**config.mk**
```make
export PLATFORM = sky130hd
export DESIGN_NAME = score_bcd_accumulator
export DESIGN_NICKNAME = d
export VERILOG_FILES = /design/src/rtl/tetris_score_pkg.sv /design/src/rtl/bcd_digit_add.sv /design/src/rtl/score_bcd_accumulator.sv
export SDC_FILE = /design/constraint.sdc
export NUM_CORES = 1
export LEC_CHECK = 0
export BUFFER_PORTS_ARGS = -buffer_cell sky130_fd_sc_hd__buf_2
export CAP_MARGIN = 10
export CORE_ASPECT_RATIO = 2
export CORE_MARGIN = 2
export CORE_UTILIZATION = 63
export CTS_CLUSTER_SIZE = 30
export DETAILED_ROUTE_END_ITERATION = 8
export HOLD_SLACK_MARGIN = 0.15
export PLACE_DENSITY = 0.86
export REMOVE_ABC_BUFFERS = 1
export SYNTH_ARGS = -nofsm -noshare
export SYNTH_HDL_FRONTEND = slang
export SYNTH_SLANG_ARGS = --single-unit
```
**constraint.sdc**
```tcl
create_clock -name clk -period 7.4 [get_ports clk]
set_input_delay 0.37 -clock clk [delete_from_list [all_inputs] [get_ports clk]]
set_output_delay 0.37 -clock clk [all_outputs]
set_load 0.1 [all_outputs]
```
**src/rtl/tetris_score_pkg.sv**
```systemverilog
// Shared constants for the Tetris score path: point table, saturation value,
// digit count and the accumulator FSM encoding.
package tetris_score_pkg;

   localparam int SCORE_DIGITS = 4;

   localparam logic [15:0] PTS_1L    = 16'h0040;
   localparam logic [15:0] PTS_2L    = 16'h0100;
   localparam logic [15:0] PTS_3L    = 16'h0300;
   localparam logic [15:0] PTS_4L    = 16'h1200;
   localparam logic [15:0] SCORE_SAT = 16'h9999;

   typedef enum logic [1:0] {
      IDLE   = 2'd0,
      ADD    = 2'd1,
      COMMIT = 2'd2
   } state_t;

   // Out-of-range line counts score nothing but are still consumed.
   function automatic logic [15:0] points_for(input logic [2:0] lines);
      case (lines)
         3'd1:    points_for = PTS_1L;
         3'd2:    points_for = PTS_2L;
         3'd3:    points_for = PTS_3L;
         3'd4:    points_for = PTS_4L;
         default: points_for = 16'h0000;
      endcase
   endfunction

endpackage

```
**src/rtl/bcd_digit_add.sv**
```systemverilog
// Combinational single-digit BCD adder with carry in/out.
module bcd_digit_add (
   input  logic [3:0] a,
   input  logic [3:0] b,
   input  logic       cin,
   output logic [3:0] s,
   output logic       cout
);

   logic [4:0] sum;

   // NOTE: every output is assigned on both branches so no latch is inferred.
   always_comb begin
      sum = {1'b0, a} + {1'b0, b} + {4'b0000, cin};
      if (sum > 5'd9) begin
         s    = sum[3:0] + 4'd6;
         cout = 1'b1;
      end else begin
         s    = sum[3:0];
         cout = 1'b0;
      end
   end

endmodule

```
**src/rtl/score_bcd_accumulator.sv**
```systemverilog
// Digit-serial packed-BCD score accumulator fed by line-clear events.
// Optional best-score register enabled by defining SCORE_HIGH_EN.
module score_bcd_accumulator
   import tetris_score_pkg::*;
#(
   parameter int DIGITS = SCORE_DIGITS
) (
   input  logic                  clk,
   input  logic                  rst,
   input  logic                  game_clr,
   input  logic                  clear_valid,
   input  logic [2:0]            clear_count,
   output logic                  clear_ready,
   output logic                  busy,
   output logic [4*DIGITS-1:0]   score_out
`ifdef SCORE_HIGH_EN
   ,
   output logic [4*DIGITS-1:0]   high_score_out
`endif
);

   localparam int W  = 4 * DIGITS;
   localparam int IW = (DIGITS > 1) ? $clog2(DIGITS) : 1;
   localparam logic [IW-1:0] LAST_IDX = IW'(DIGITS - 1);

   state_t          state;
   logic [W-1:0]    pts_r;
   logic [W-1:0]    acc_r;
   logic [IW-1:0]   idx_r;
   logic            carry_r;
   logic            ready_r;

   logic [3:0]      dig_a;
   logic [3:0]      dig_b;
   logic [3:0]      dig_s;
   logic            dig_c;
   logic [W-1:0]    commit_val;

   assign dig_a = acc_r[{idx_r, 2'b00} +: 4];
   assign dig_b = pts_r[{idx_r, 2'b00} +: 4];

   bcd_digit_add u_digit_add (
      .a    (dig_a),
      .b    (dig_b),
      .cin  (carry_r),
      .s    (dig_s),
      .cout (dig_c)
   );

   // A carry out of the top digit means the score overflowed: pin at all nines.
   assign commit_val  = carry_r ? W'(SCORE_SAT) : acc_r;
   assign busy        = (state != IDLE);
   assign clear_ready = ready_r & ~game_clr;

   // NOTE: state registers use non-blocking assignments so every flop samples
   // the pre-edge values regardless of statement order.
   always_ff @(posedge clk) begin
      if (rst) begin
         state     <= IDLE;
         score_out <= '0;
         pts_r     <= '0;
         acc_r     <= '0;
         idx_r     <= '0;
         carry_r   <= 1'b0;
         ready_r   <= 1'b0;
      end else if (game_clr) begin
         state     <= IDLE;
         score_out <= '0;
         ready_r   <= 1'b1;
      end else begin
         case (state)
            IDLE: begin
               if (clear_valid && ready_r) begin
                  pts_r   <= W'(points_for(clear_count));
                  acc_r   <= score_out;
                  idx_r   <= '0;
                  carry_r <= 1'b0;
                  ready_r <= 1'b0;
                  state   <= ADD;
               end else begin
                  ready_r <= 1'b1;
               end
            end
            ADD: begin
               acc_r[{idx_r, 2'b00} +: 4] <= dig_s;
               carry_r <= dig_c;
               idx_r   <= idx_r + 1'b1;
               if (idx_r == LAST_IDX) state <= COMMIT;
            end
            COMMIT: begin
               score_out <= commit_val;
               ready_r   <= 1'b1;
               state     <= IDLE;
            end
            default: state <= IDLE;
         endcase
      end
   end

`ifdef SCORE_HIGH_EN
   // Packed BCD orders the same as binary, so a plain compare finds the best score.
   always_ff @(posedge clk) begin
      if (rst) begin
         high_score_out <= '0;
      end else if (!game_clr && state == COMMIT && commit_val > high_score_out) begin
         high_score_out <= commit_val;
      end
   end
`endif

endmodule

```
==> results of run 1 <==
[layout by cell type, fill, tap and decap left out, drive strengths merged, types with 5 or more instances in the layout]
| cell type | synthesis | layout |
|---|---|---|
| nand3b | 5 | 5 |
| inv | 10 | 10 |
| nor2 | 33 | 33 |
| a21oi | 27 | 27 |
| and3 | 6 | 6 |
| a22oi | 5 | 5 |
| nand2b | 6 | 6 |
| clkbuf | 11 | 7 |
| ha | 7 | 7 |
| nand2 | 27 | 27 |
| nor2b | 7 | 7 |
| dfxtp | 42 | 42 |
| nand3 | 14 | 14 |
| a21o | 7 | 7 |
| a211o | 5 | 5 |
| buf | 6 | 25 |
| a211oi | 8 | 8 |
| nor3 | 21 | 21 |
[final cells by class]
class	count	share of cell area, %
clock buffers	7	3.28
clock inverters	1	0.190
inverters	11	1.57
multi-input cells	230	55.9
flip-flops and latches	42	31.9
well taps	49	2.33
repair buffers	25	4.84
[flip-flops by register name, indices dropped and copies added, names as in the netlist]
signal and count:
idx_r 2, carry_r 1, ready_r 1, score_out 16, acc_r 16, pts_r 4
state 2
[through the flow]
step / instances / area, µm² / hold slack (ns) / worst slack (ns) / utilization [%]
floorplan: 283 / 2350 / 0.439 / 4.02 / -
global placement: 357 / 2540 / 0.455 / 3.81 / 69.8
detailed placement: 357 / 2540 / 0.461 / 3.58 / 69.8
CTS: 365 / 2640 / 0.409 / 3.57 / 72.3
global route: 365 / 2640 / 0.427 / 3.25 / 72.3
finish: 365 / 2640 / 0.415 / 3.48 / 72.3
[tightest hold or removal path, stage by stage]
cell and delay, ns:
buf_2 0.13, nor2_1 0.08, a211oi_1 0.07
[power breakdown]
group          leakage, nW  internal [mW]  switching (mW)
Clock               0.0482         0.0753          0.0785
Combinational        0.594         0.0175          0.0338
Sequential           0.340          0.231         0.00527
Total                0.982          0.324           0.118
[per-layer routing]
metal | vias up | wire length, µm | global-route usage (%)
li1 | 1117 | - | -
met1 | 1101 | 2500 | 38.5
met2 | 112 | 3370 | 52.8
met3 | 31 | 359 | 5.31
met4 | 0 | 352 | 18.9
met5 | - | 0 | 0
[final timing paths]
path / to / slack, ns / depth (start not counted)
setup / recovery: acc_r[7] / 3.48 / 12
hold / removal: ready_r / 0.42 / 3
setup reg to reg: acc_r[7] / 3.48 / 12
hold reg to reg: score_out[5] / 0.47 / 2
[cells by family after synthesis]
family,count (synthesis)
flip-flops,42
AND/OR/NAND/NOR,132
adder cells (fa/ha/maj),9
XOR/XNOR,2
buffers and inverters,28
AO/OA/AOI/OAI,78
multiplexers,9
==> results.py, run 1 <==
metrics = {
    "worst_setup_path": {
        "r2r_start": "idx_r[0]",
        "crit_buf_inv": 2,
        "cp_max_fo": 14,
        "crit_start": "idx_r[0]",
        "worst_path_max_delay_cell": "dfxtp_1",
        "crit_family": "compound AO/OA/AOI/OAI gates",
        "arrival_ns": 4.13,
        "critical_path.max_stage_delay_ns": 0.69,
        "criticalPathCategory": "reg2reg",
        "cp-start-kind": "flip-flop",
        "critPathRequiredTime_ns": 7.60,
        "path_cells": "mux4_2, inv_1, fa_1, inv_1, fa_1, xnor2_1, ha_1, nand3b_1, a31o_1, a22oi_1, o221ai_1, a211oi_1",
        "cp-end-kind": "flip-flop",
    },
    "synthesis": {
        "synth.area.top_cells": "dfxtp_1, a21oi_1, nor2_1",
        "synthCells": 300,
        "synth_mux_area_share_pct": 5.84,
        "syn-cell-area_mm2": 0.00242,
        "synth_top_area_share_pct": 34.7,
        "ys_seq_elements": 42,
        "synth_edf_count": 0,
        "ys.warnings.count": 0,
        "synth_top_family_by_area": "simple AND/OR/NAND/NOR gates",
        "synth_cell_types": 48,
        "yosysTopAreaCell": "dfxtp_1",
        "synth_common_cells": "dfxtp_1, nor2_1, a21oi_1, nand2_1, nor3_1",
        "synth-xor-area-share_pct": 0.723,
        "synth_compound_area_share_pct": 21.8,
        "dominantRegCellSynth": "dfxtp_1",
        "synth.avg_cell_area_um2": 8.07,
        "yosysMostFrequentCell": "dfxtp_1",
        "yosysSeqAreaShare_pct": 34.7,
        "synthAdderAreaFrac_pct": 5.27,
        "async_flop_share_pct": 0,
        "synth-simple-area-share_pct": 27.2,
    },
    "die": {
        "start_util_pct": 66.4,
        "die_h_um": 91.7,
        "core_area_mm2": 0.00365,
        "die-area_mm2": 0.00439,
        "die_w_um": 47.8,
        "io_pins": 25,
        "num_rows": 31,
    },
    "timing": {
        "tightest_slew_ns": 0.875,
        "fmax_ghz": 0.255,
        "min_period_ns": 3.92,
        "fin_worst_skew_ns": 0.00964,
        "finalSetupViolations": 0,
        "fin_crit_sh_pct": 53.0,
        "slew_headroom_pct": 41.6,
        "rsz0062_at_grt": "false",
        "finalSetupTns_ns": 0,
        "maxSlewViolCount": 0,
        "finalHoldViolCount": 0,
    },
    "clocking": {
        "cts_tree": "built",
        "clk_path_buf_depth": 2,
        "cts.htree.levels": 2,
        "clock-sinks": 42,
        "cts_buffers": 5,
        "insertion_delay_ns": 0.30,
        "path_clk_slew_ns": 0.08,
        "postCtsSetupBuffers": 0,
        "cts.hold.buffers_added": 0,
        "post_cts_resized": 0,
        "root_buffer": "clkbuf_8",
    },
    "cells_and_area": {
        "layout.nets": 331,
        "multi_input_area_mm2": 0.00147,
        "n_antenna_cell": 0,
        "drive_gt1_share_pct": 13.9,
        "seq_area_um2": 841,
        "syn2layout_area_growth_pct": 8.78,
        "fillers": 319,
    },
    "global_route": {
        "grt_pass1_wl_mm": 10.5,
        "grt-ovfl-total": 0,
        "track_usage_pct": 32.9,
        "grt_pass1_vias": 2301,
        "grt_max_degree": 29,
        "antenna_found_initial": 0,
    },
    "route": {
        "drtAntennaViolNets": 0,
        "drc": 0,
        "routed_wl_mm": 6.58,
        "dr_total_vias": 2361,
        "wl_per_cell_um": 18.0,
        "drtIter0Drc": 108,
        "drt-pass1-iter-count": 5,
        "viasPerCell": 6.47,
    },
    "run_status": {
        "status": "finished clean",
    },
    "flow_run": {
        "cap_violations": 0,
    },
    "pwr": {
        "power_mw": 0.441,
        "leakage_nw": 0.982,
        "ir_worst_vdd_v": 0.000164,
        "powerDensity_mw_per_mm2": 168,
    },
    "worst_hold_path": {
        "worst_hold_path_type": "in2reg",
        "hp-start": "game_clr",
    },
    "placed_design": {
        "place.port_buffers": 24,
        "gp_routability_congestion": 0.983,
        "dp_hpwl_mm": 4.78,
    },
}
Power figures use the tool's default switching activity.
==> run 2: changes to the inputs <==
- ABC_AREA: default -> 1
- CORE_UTILIZATION: 63 -> 52
- PLACE_DENSITY: 0.86 -> 0.77
- clock period: 7.4 -> 3.3 ns (I/O delays scaled with it)
==> run 2 against run 1 <==
Area after synthesis shrank 6.1%. Combinational power grew to 3.5 times the previous value. Clock power grew 130%. Count of clock-buffer cells in the layout is the same. Sequential share of layout area grew 0.60 points. Critical endpoint is now acc_r[15]. Flip-flop and latch count is the same. Sequential power grew 130%. Cell count grew 12%. Clock skew shrank 0.0031 ns. First-iteration DRC count grew 17%. Hold slack lost 0.25 ns.
==> results.py, run 2 <==
metrics = {
    "run_status": {
        "status": "finished clean",
    },
    "timing": {
        "fin_crit_sh_pct": 92.9,
        "fin_ws_ns": 0.233,
        "rsz0062_at_grt": "false",
        "slew_headroom_pct": 52.9,
        "tightest_slew_ns": 0.705,
        "finalHoldViolCount": 0,
        "fmax_ghz": 0.326,
        "finalSetupTns_ns": 0,
        "min_period_ns": 3.07,
        "finalSetupViolations": 0,
        "fin_worst_skew_ns": 0.00654,
        "maxSlewViolCount": 0,
    },
    "die": {
        "core_area_mm2": 0.00425,
        "die-area_mm2": 0.00495,
        "start_util_pct": 53.4,
        "die_h_um": 97.5,
        "die_w_um": 50.8,
        "io_pins": 25,
        "num_rows": 34,
    },
    "worst_setup_path": {
        "r2r_cells": 17,
        "path_cells": "inv_2, nand2_1, a32o_1, fa_1, inv_1, fa_1, inv_1, ha_1, nand2_1, a21boi_2, nand3_4, nand2_4, nand2_2, nand4_1, nor2_1, nor2_1, nor2_1",
        "cp_num_cells": 17,
        "cp-start-kind": "flip-flop",
        "crit_family": "adder cells",
        "critical_path.max_stage_delay_ns": 0.48,
        "timing.rr.end": "acc_r[15]",
        "cp_max_fo": 9,
        "arrival_ns": 3.31,
        "crit_top_cell": "nor2_1",
        "reg2reg_slack_ns": 0.23,
        "criticalPathCategory": "reg2reg",
        "crit_buf_inv": 3,
        "worst_path_max_delay_cell": "fa_1",
        "critPathRequiredTime_ns": 3.54,
        "r2r_start": "idx_r[0]",
        "cp-end-kind": "flip-flop",
    },
    "route": {
        "drc": 0,
        "drtAntennaViolNets": 0,
        "drtIter0Drc": 126,
        "dr_total_vias": 2342,
        "drt-pass1-iter-count": 4,
        "routed_wl_mm": 6.16,
        "wl_per_cell_um": 15.1,
        "viasPerCell": 5.75,
    },
    "clocking": {
        "insertion_delay_ns": 0.30,
        "root_buffer": "clkbuf_8",
        "cts_tree": "built",
        "cts.htree.levels": 2,
        "cts_buffers": 5,
        "clock-sinks": 42,
        "clk_path_buf_depth": 2,
        "path_clk_slew_ns": 0.08,
    },
    "placed_design": {
        "placed_area_mm2": 0.00246,
        "place.port_buffers": 24,
        "dp_cells": 395,
        "dp_hpwl_mm": 4.52,
        "place_ws_ns": 0.224,
        "gp_routability_congestion": 0.994,
    },
    "cells_and_area": {
        "final_common_cell": "nand2_1",
        "layout.nets": 368,
        "syn2layout_area_growth_pct": 13.9,
        "layout_common_cells": "nand2_1, a21oi_1, dfxtp_1, nor2_1, o21ai_0",
        "fin_cells": 407,
        "reg_top3": "acc_r (16), score_out (16), pts_r (4)",
        "drive_gt1_share_pct": 18.1,
        "n_antenna_cell": 0,
        "fin_area_mm2": 0.00259,
    },
    "synthesis": {
        "yosysMostFrequentCell": "nand2_1",
        "ys.warnings.count": 0,
        "synth_top_area_share_pct": 37.0,
        "synth_compound_area_share_pct": 21.1,
        "syn-cell-area_mm2": 0.00227,
        "synth_edf_count": 0,
        "synth_mux_area_share_pct": 0,
        "dominantRegCellSynth": "dfxtp_1",
        "synthAdderAreaFrac_pct": 5.61,
        "synth_cell_types": 30,
        "synth_top_family_by_area": "simple AND/OR/NAND/NOR gates",
        "async_flop_share_pct": 0,
        "synth.avg_cell_area_um2": 7.06,
        "ys_seq_elements": 42,
        "yosysSeqAreaShare_pct": 37.0,
        "yosysTopAreaCell": "dfxtp_1",
        "synth-simple-area-share_pct": 28.8,
        "synth.area.top_cells": "dfxtp_1, a21oi_1, nand2_1",
        "synth_common_cells": "nand2_1, a21oi_1, dfxtp_1",
        "synth-xor-area-share_pct": 0,
        "synthCells": 322,
    },
    "pwr": {
        "power_mw": 1.08,
        "powerDensity_mw_per_mm2": 415,
        "leakage_nw": 1.07,
        "ir_worst_vdd_v": 0.000358,
    },
    "worst_hold_path": {
        "worst_hold_path_type": "in2reg",
        "holdPathStages": 3,
        "hp-start": "clear_count[1]",
        "hold_path_end": "pts_r[8]",
    },
    "global_route": {
        "grt-ovfl-total": 0,
        "grt_pass1_vias": 2310,
        "grt_max_degree": 22,
        "antenna_found_initial": 0,
        "grt_pass1_wl_mm": 10.4,
        "track_usage_pct": 27.1,
    },
    "flow_run": {
        "cap_violations": 0,
    },
}
-- run 2: power breakdown --
group | internal, mW | switching [mW]
logic | 0.0578 | 0.120
registers | 0.523 | 0.0156
clock network | 0.173 | 0.186
total | 0.754 | 0.321
-- run 2: final cells by class --
class / instances / area, µm²
multi-input cells: 236 / 1260
inverters: 33 / 124
clock buffers: 7 / 86.3
clock inverters: 1 / 8.76
well taps: 54 / 67.6
flip-flops and latches: 42 / 842
fillers: 409 / 1660
repair buffers: 34 / 200
-- run 2: routing by layer --
| metal | share of wire, % | vias up | global-route usage (%) |
|---|---|---|---|
| li1 | - | 1140 | - |
| met1 | 37 | 1094 | 30.1 |
| met2 | 53 | 84 | 46.3 |
| met3 | 5.4 | 24 | 4.77 |
| met4 | 4.4 | 0 | 16.2 |
| met5 | 0 | - | 0 |
-- run 2: kinds of logic after synthesis --
kind of cell,Yosys count
compound gates,90
fa+ha+maj,9
simple gates,137
buf+inv,44
flops,42
-- run 2: worst max-delay path by stage --
stage                   from        end
floorplan           idx_r[0]  acc_r[13]
global placement    idx_r[0]   acc_r[7]
detailed placement  idx_r[0]  acc_r[13]
CTS                 idx_r[0]  acc_r[13]
global route        idx_r[0]  acc_r[15]
finish              idx_r[0]  acc_r[15]
-- run 2: timing repair --
item                                   4_1_cts  5_1_grt
hold buffers                                 2        0
endpoints found under the hold margin        6        0
setup endpoints to repair                    0        3
setup buffers                                0        2
gates resized for setup                      0        1
-- run 2: tightest hold or removal path: cells and delay by family --
kind	cells	cell delay, ns
buffers and inverters	1	0.12
AOI/OAI and AO/OA	1	0.06
and+or+nand+nor	1	0.07
-- run 2: stage by stage --
stage	utilization, %	hold slack, ns
after floorplan	-	0.234
after global placement	57.8	0.407
after detailed placement	57.8	0.419
after CTS	60.5	0.160
after global routing	60.9	0.184
final	60.9	0.162
